[src/rtl/seg7_scan_driver_if.sv]
// Display-side bundle between the stopwatch digit source and the seven-segment scan driver.
interface seg7_scan_driver_if;
    logic       scan_tick;
    logic       blink_tick;
    logic       adj_en;
    logic       adj_sel;
    logic [3:0] mt;
    logic [3:0] mo;
    logic [3:0] st;
    logic [3:0] so;
    logic [6:0] seg;
    logic [3:0] an;
    logic       dp;
    logic       frame_done;

    modport master (
        output scan_tick, blink_tick, adj_en, adj_sel, mt, mo, st, so,
        input  seg, an, dp, frame_done
    );

    modport slave (
        input  scan_tick, blink_tick, adj_en, adj_sel, mt, mo, st, so,
        output seg, an, dp, frame_done
    );
endinterface

[src/rtl/seg7_scan_driver.sv]
// Multiplexed common-anode 4-digit seven-segment driver with dead-time, frame snapshot and field blink.
// Optional: define SEG7_LEADING_ZERO_BLANK_EN to darken idx3 when the captured minutes-tens digit is 0.
module seg7_scan_driver #(
    parameter int unsigned BLANK_CYCLES = 4,
    parameter int unsigned DP_DIGIT     = 2
) (
    input logic               clk,
    input logic               rst_n,
    seg7_scan_driver_if.slave bus
);

    localparam int unsigned    CNT_W    = (BLANK_CYCLES > 1) ? $clog2(BLANK_CYCLES) : 1;
    localparam logic [CNT_W-1:0] CNT_LAST = CNT_W'(BLANK_CYCLES - 1);
    localparam logic [1:0]     DP_IDX   = 2'(DP_DIGIT);
    localparam logic [6:0]     SEG_OFF  = 7'b1111111;
    localparam logic [3:0]     AN_OFF   = 4'b1111;

    typedef enum logic {
        ST_BLANK,
        ST_SHOW
    } state_e;

    state_e           state_q, state_d;
    logic [CNT_W-1:0] cnt_q, cnt_d;
    logic [1:0]       idx_q, idx_d;
    logic             phase_q, phase_d;
    logic [15:0]      snap_q, snap_d;
    logic             first_q, first_d;
    logic [3:0]       an_q, an_d;
    logic [6:0]       seg_q, seg_d;
    logic             dp_q, dp_d;
    logic             fd_q, fd_d;
    logic [3:0]       digit;
    logic             field_blank;

    // Active-low gfedcba pattern; non-BCD codes show a dash.
    function automatic logic [6:0] decode(input logic [3:0] v);
        case (v)
            4'd0:    decode = 7'b1000000;
            4'd1:    decode = 7'b1111001;
            4'd2:    decode = 7'b0100100;
            4'd3:    decode = 7'b0110000;
            4'd4:    decode = 7'b0011001;
            4'd5:    decode = 7'b0010010;
            4'd6:    decode = 7'b0000010;
            4'd7:    decode = 7'b1111000;
            4'd8:    decode = 7'b0000000;
            4'd9:    decode = 7'b0010000;
            default: decode = 7'b0111111;
        endcase
    endfunction

    always_ff @(posedge clk) begin
        if (!rst_n) begin
            state_q <= ST_BLANK;
            cnt_q   <= '0;
            idx_q   <= 2'd3;
            phase_q <= 1'b0;
            snap_q  <= '0;
            first_q <= 1'b1;
            an_q    <= AN_OFF;
            seg_q   <= SEG_OFF;
            dp_q    <= 1'b1;
            fd_q    <= 1'b0;
        end else begin
            state_q <= state_d;
            cnt_q   <= cnt_d;
            idx_q   <= idx_d;
            phase_q <= phase_d;
            snap_q  <= snap_d;
            first_q <= first_d;
            an_q    <= an_d;
            seg_q   <= seg_d;
            dp_q    <= dp_d;
            fd_q    <= fd_d;
        end
    end

    // Outputs are registered from the post-edge state, so SHOW values appear on the edge entering SHOW.
    always_comb begin
        state_d     = state_q;
        cnt_d       = cnt_q;
        idx_d       = idx_q;
        snap_d      = snap_q;
        first_d     = first_q;
        fd_d        = 1'b0;
        phase_d     = bus.adj_en ? (phase_q ^ bus.blink_tick) : 1'b0;
        an_d        = AN_OFF;
        seg_d       = SEG_OFF;
        dp_d        = 1'b1;
        digit       = 4'd0;
        field_blank = 1'b0;

        case (state_q)
            ST_BLANK: begin
                if (cnt_q == CNT_LAST) begin
                    state_d = ST_SHOW;
                    cnt_d   = '0;
                    idx_d   = idx_q + 2'd1;
                    if (idx_d == 2'd0) begin
                        snap_d  = {bus.mt, bus.mo, bus.st, bus.so};
                        fd_d    = ~first_q;
                        first_d = 1'b0;
                    end
                end else begin
                    cnt_d = cnt_q + CNT_W'(1);
                end
            end
            ST_SHOW: begin
                if (bus.scan_tick) begin
                    state_d = ST_BLANK;
                    cnt_d   = '0;
                end
            end
            default: state_d = ST_BLANK;
        endcase

        // idx0 tracks the live seconds-ones; higher digits come from the frame snapshot.
        case (idx_d)
            2'd0:    digit = bus.so;
            2'd1:    digit = snap_d[7:4];
            2'd2:    digit = snap_d[11:8];
            default: digit = snap_d[15:12];
        endcase

        field_blank = phase_d & (bus.adj_sel ? ~idx_d[1] : idx_d[1]);

        if (state_d == ST_SHOW) begin
            an_d  = ~(4'b0001 << idx_d);
            seg_d = field_blank ? SEG_OFF : decode(digit);
            dp_d  = (idx_d != DP_IDX);
`ifdef SEG7_LEADING_ZERO_BLANK_EN
            if ((idx_d == 2'd3) && (snap_d[15:12] == 4'd0)) begin
                an_d  = AN_OFF;
                seg_d = SEG_OFF;
            end
`else
`endif
        end
    end

    assign bus.an         = an_q;
    assign bus.seg        = seg_q;
    assign bus.dp         = dp_q;
    assign bus.frame_done = fd_q;

endmodule

[src/flat_wrapper.sv]
// flat-port wrapper written by rule: the top's interface ports become plain ports
module seg7_scan_driver_flat 
#(
    parameter int unsigned BLANK_CYCLES = 4,
    parameter int unsigned DP_DIGIT     = 2
)
  (clk, rst_n, bus_scan_tick, bus_blink_tick, bus_adj_en, bus_adj_sel, bus_mt, bus_mo, bus_st, bus_so, bus_seg, bus_an, bus_dp, bus_frame_done);
  seg7_scan_driver_if bus_i ();
  input logic clk;
  input logic rst_n;
  input wire logic [$bits(bus_i.scan_tick)-1:0] bus_scan_tick;
  input wire logic [$bits(bus_i.blink_tick)-1:0] bus_blink_tick;
  input wire logic [$bits(bus_i.adj_en)-1:0] bus_adj_en;
  input wire logic [$bits(bus_i.adj_sel)-1:0] bus_adj_sel;
  input wire logic [$bits(bus_i.mt)-1:0] bus_mt;
  input wire logic [$bits(bus_i.mo)-1:0] bus_mo;
  input wire logic [$bits(bus_i.st)-1:0] bus_st;
  input wire logic [$bits(bus_i.so)-1:0] bus_so;
  output wire logic [$bits(bus_i.seg)-1:0] bus_seg;
  output wire logic [$bits(bus_i.an)-1:0] bus_an;
  output wire logic [$bits(bus_i.dp)-1:0] bus_dp;
  output wire logic [$bits(bus_i.frame_done)-1:0] bus_frame_done;
  assign bus_i.scan_tick = bus_scan_tick;
  assign bus_i.blink_tick = bus_blink_tick;
  assign bus_i.adj_en = bus_adj_en;
  assign bus_i.adj_sel = bus_adj_sel;
  assign bus_i.mt = bus_mt;
  assign bus_i.mo = bus_mo;
  assign bus_i.st = bus_st;
  assign bus_i.so = bus_so;
  assign bus_seg = bus_i.seg;
  assign bus_an = bus_i.an;
  assign bus_dp = bus_i.dp;
  assign bus_frame_done = bus_i.frame_done;
  seg7_scan_driver #(.BLANK_CYCLES(BLANK_CYCLES), .DP_DIGIT(DP_DIGIT)) u_core (.clk(clk), .rst_n(rst_n), .bus(bus_i));
endmodule
[config.mk]
export PLATFORM = sky130hd
export DESIGN_NAME = seg7_scan_driver_flat
export DESIGN_NICKNAME = d
export VERILOG_FILES = /design/src/rtl/seg7_scan_driver_if.sv /design/src/rtl/seg7_scan_driver.sv /design/src/flat_wrapper.sv
export SDC_FILE = /design/constraint.sdc
export NUM_CORES = 1
export LEC_CHECK = 0
export BUFFER_PORTS_ARGS = -buffer_cell sky130_fd_sc_hd__buf_2
export CORE_MARGIN = 8
export CORE_UTILIZATION = 45
export CTS_CLUSTER_DIAMETER = 50
export CTS_CLUSTER_SIZE = 40
export DETAILED_ROUTE_END_ITERATION = 8
export PLACE_DENSITY = 0.69
export SLEW_MARGIN = 20
export SYNTH_ARGS = -nofsm -noshare
export SYNTH_HDL_FRONTEND = slang
export SYNTH_SLANG_ARGS = --single-unit
[constraint.sdc]
create_clock -name clk -period 7.69 [get_ports clk]
set_clock_uncertainty 0.2 [all_clocks]
set_input_delay 1.538 -clock clk [delete_from_list [all_inputs] [get_ports clk]]
set_output_delay 1.538 -clock clk [all_outputs]
set_load 0.05 [all_outputs]
==> run metrics <==
synthesis-stage register bit count=31; remaining antenna violation count after routing=0; CP Data Arrival Time=3.25 ns; Num CTS Buffers=5; Worst-path clk slew=0.10 ns; Syn. warnings=0; worst setup margin=4.440 ns; Power, Total=0.4240 mW; setup_tns=0 ns; # IOs=35; Synth async-reset ratio=0%; Finish-stage setup viols=0; Setup WS pre-CTS=4.108 ns; Mapped Avg Cell Area=10.80 µm²; drt first pass iters=4; vias=1070; HPWL after DPL=2.253 mm; first-pass GRT wire length=4.698 mm; # DRC=0; Worst EP required=7.69 ns; Clock Root Buffer=clkbuf_4; Post-CTS Setup Bufs=0; Fin. Hold Viols=0; GRT Overall Usage=11.51%; WL/cell=13.14 µm; Inst Count DP=213; vias in the first global route=1103; Clock Sinks=31; Top FF cell, synth=dfxtp_1; Worst Max-Slew Pin Slew=0.6937 ns; Initial Utilization=46.08%; PwrDens=240.5 nW/µm²; RePlAce Congestion=0.9071; Pleak=0.8169 nW; synthesized area=1501 µm²; top cell type's share of synthesized area=41.33%; Netlist cell types=38; Worst Path Max Fanout=7; Via density=4.842; Die Height=73.76 µm; core area=3258 µm²; placed inst area=1690 µm²; Highest Clock Rate=307.7 MHz; Layout area overhead=17.42%; MaxCap Viol Count=0; maximum vdd ir drop=0.1468 mV; Die X=73.76 µm; Worst Setup End Kind=register; Setup CP Type=in -> reg; CTS-repair resized insts=0; hold slack=0.2243 ns; nets@finish=205; max-slew violation count=0; cell taking the most area after synthesis=dfxtp_1; Hold-fix buffers, CTS=0; Die ar.=5441 µm²; CTS HTree Levels=2; Hold WC Path Type=reg -> reg; Startpoint Class=input pin; antenna violations before repair=0; pin count of the biggest net entering global routing=21; total grt overflow=0; ratio of cells with drive above 1 in the final layout=30.86%; EDFF count, synth=0; Row Count=21; first-iteration detailed-routing DRC count=20; Synth Instances=139; Tmin final=3.250 ns; slew margin rel.=53.42%; total wire length=2.904 mm; Clock Latency Late Sink=0.33 ns; register area share after synthesis=41.33%; synth top area cells=dfxtp_1 (41%), mux2i_1 (10%), ha_1 (7.5%); final core occ=54.11%; Post-Layout Cell Count=221; n_diodes=0; Post-Layout Inst Area=1763 µm²; syn nets=170; status=finished, final reports clean; fin crit share=42.26%; RSZ-0062 raised after global routing=no; CTS tree=done; PortBufs=34; maximum buffer depth of the clock tree=2; fill count=323
==> logic make-up (layout without fill, tap and decap cells) <==
family          Yosys count  after routing  synth area share, %
flops                    31             31                41.33
xor+xnor                  4              4                3.584
compound gates           15             15                7.751
simple gates             43             43                17.08
mux                      21             21                17.67
fa+ha+maj                 9              9                7.500
buf+inv                  16             52                5.083
==> cells in the final DEF, fill, tap and decap left out, types with 3 or more instances in the layout <==
| cell | count |
|---|---|
| nand3_1 | 4 |
| o21ai_0 | 5 |
| ha_1 | 9 |
| clkbuf_4 | 5 |
| inv_1 | 10 |
| mux4_2 | 3 |
| nor2b_1 | 11 |
| buf_2 | 34 |
| nor2_1 | 3 |
| dfxtp_1 | 31 |
| mux2i_1 | 15 |
| nor3_1 | 4 |
| nand2_1 | 10 |
==> cell usage after synthesis (2+ instances only) <==
master    instances
and2_1            2
nor2_1            3
inv_1            10
nand3_1           4
nor3_1            4
mux4_2            3
nand2_1          10
dfxtp_1          31
mux2i_1          15
o31ai_1           2
xnor2_1           2
a21oi_1           2
o21ai_0           5
clkbuf_1          2
nor3b_1           2
nor2b_1          11
buf_4             2
ha_1              9
==> per-layer routing <==
layer	track usage, %	up-vias	share of wire (%)
met5	0	-	0
li1	-	543	-
met2	18.60	28	47
met4	5.987	0	1.9
met1	12.21	493	44
met3	5.321	6	7.9
==> state kept, by name, summed over array words and instances, names as in the netlist <==
signal	count
u_core.bus.frame_done	1
u_core.cnt_q	2
u_core.phase_q	1
u_core.bus.dp	1
u_core.bus.an	3
u_core.snap_q	12
u_core.bus.seg	7
u_core.first_q	1
u_core.idx_q	2
u_core.state_q	1
==> report_power, final <==
group	total [mW]	switching, mW	internal (mW)
sequential	0.183	0.00856	0.174
clock	0.110	0.0568	0.0534
combinational	0.131	0.0780	0.0530
==> layout make-up <==
class / count / area (µm²) / share of cell area (%)
inverter: 10 / 37.54 / 2.129
tap: 46 / 57.56 / 3.265
clock buffer: 7 / 65.06 / 3.691
multi-input combinational: 92 / 804.5 / 45.64
clock inverter: 1 / 7.507 / 0.4258
sequential: 31 / 620.6 / 35.20
timing repair buffer: 34 / 170.2 / 9.652
==> critical path, stage by stage <==
cell	delay, ns
buf_2	0.10
mux2i_1	0.18
mux2i_1	0.13
mux2i_2	0.38
inv_1	0.15
ha_1	0.23
or2_2	0.30
a21oi_1	0.16
o21ai_0	0.09
==> worst paths after layout <==
| path | endpoint | slack (ns) | cells after the start | start |
|---|---|---|---|---|
| worst max register to register | u_core.bus.seg[5]$_SDFF_PP1_ | 4.52 | 10 | u_core.cnt_q[0]$_SDFFE_PN0P_ |
| worst min-delay path | u_core.bus.frame_done$_SDFF_PP0_ | 0.22 | 1 | u_core.first_q$_SDFFE_PN1P_ |
| worst min register to register | u_core.bus.frame_done$_SDFF_PP0_ | 0.22 | 1 | u_core.first_q$_SDFFE_PN1P_ |
| worst max-delay path | u_core.bus.seg[5]$_SDFF_PP1_ | 4.44 | 9 | bus_st[1] |
Power figures use the tool's default switching activity.
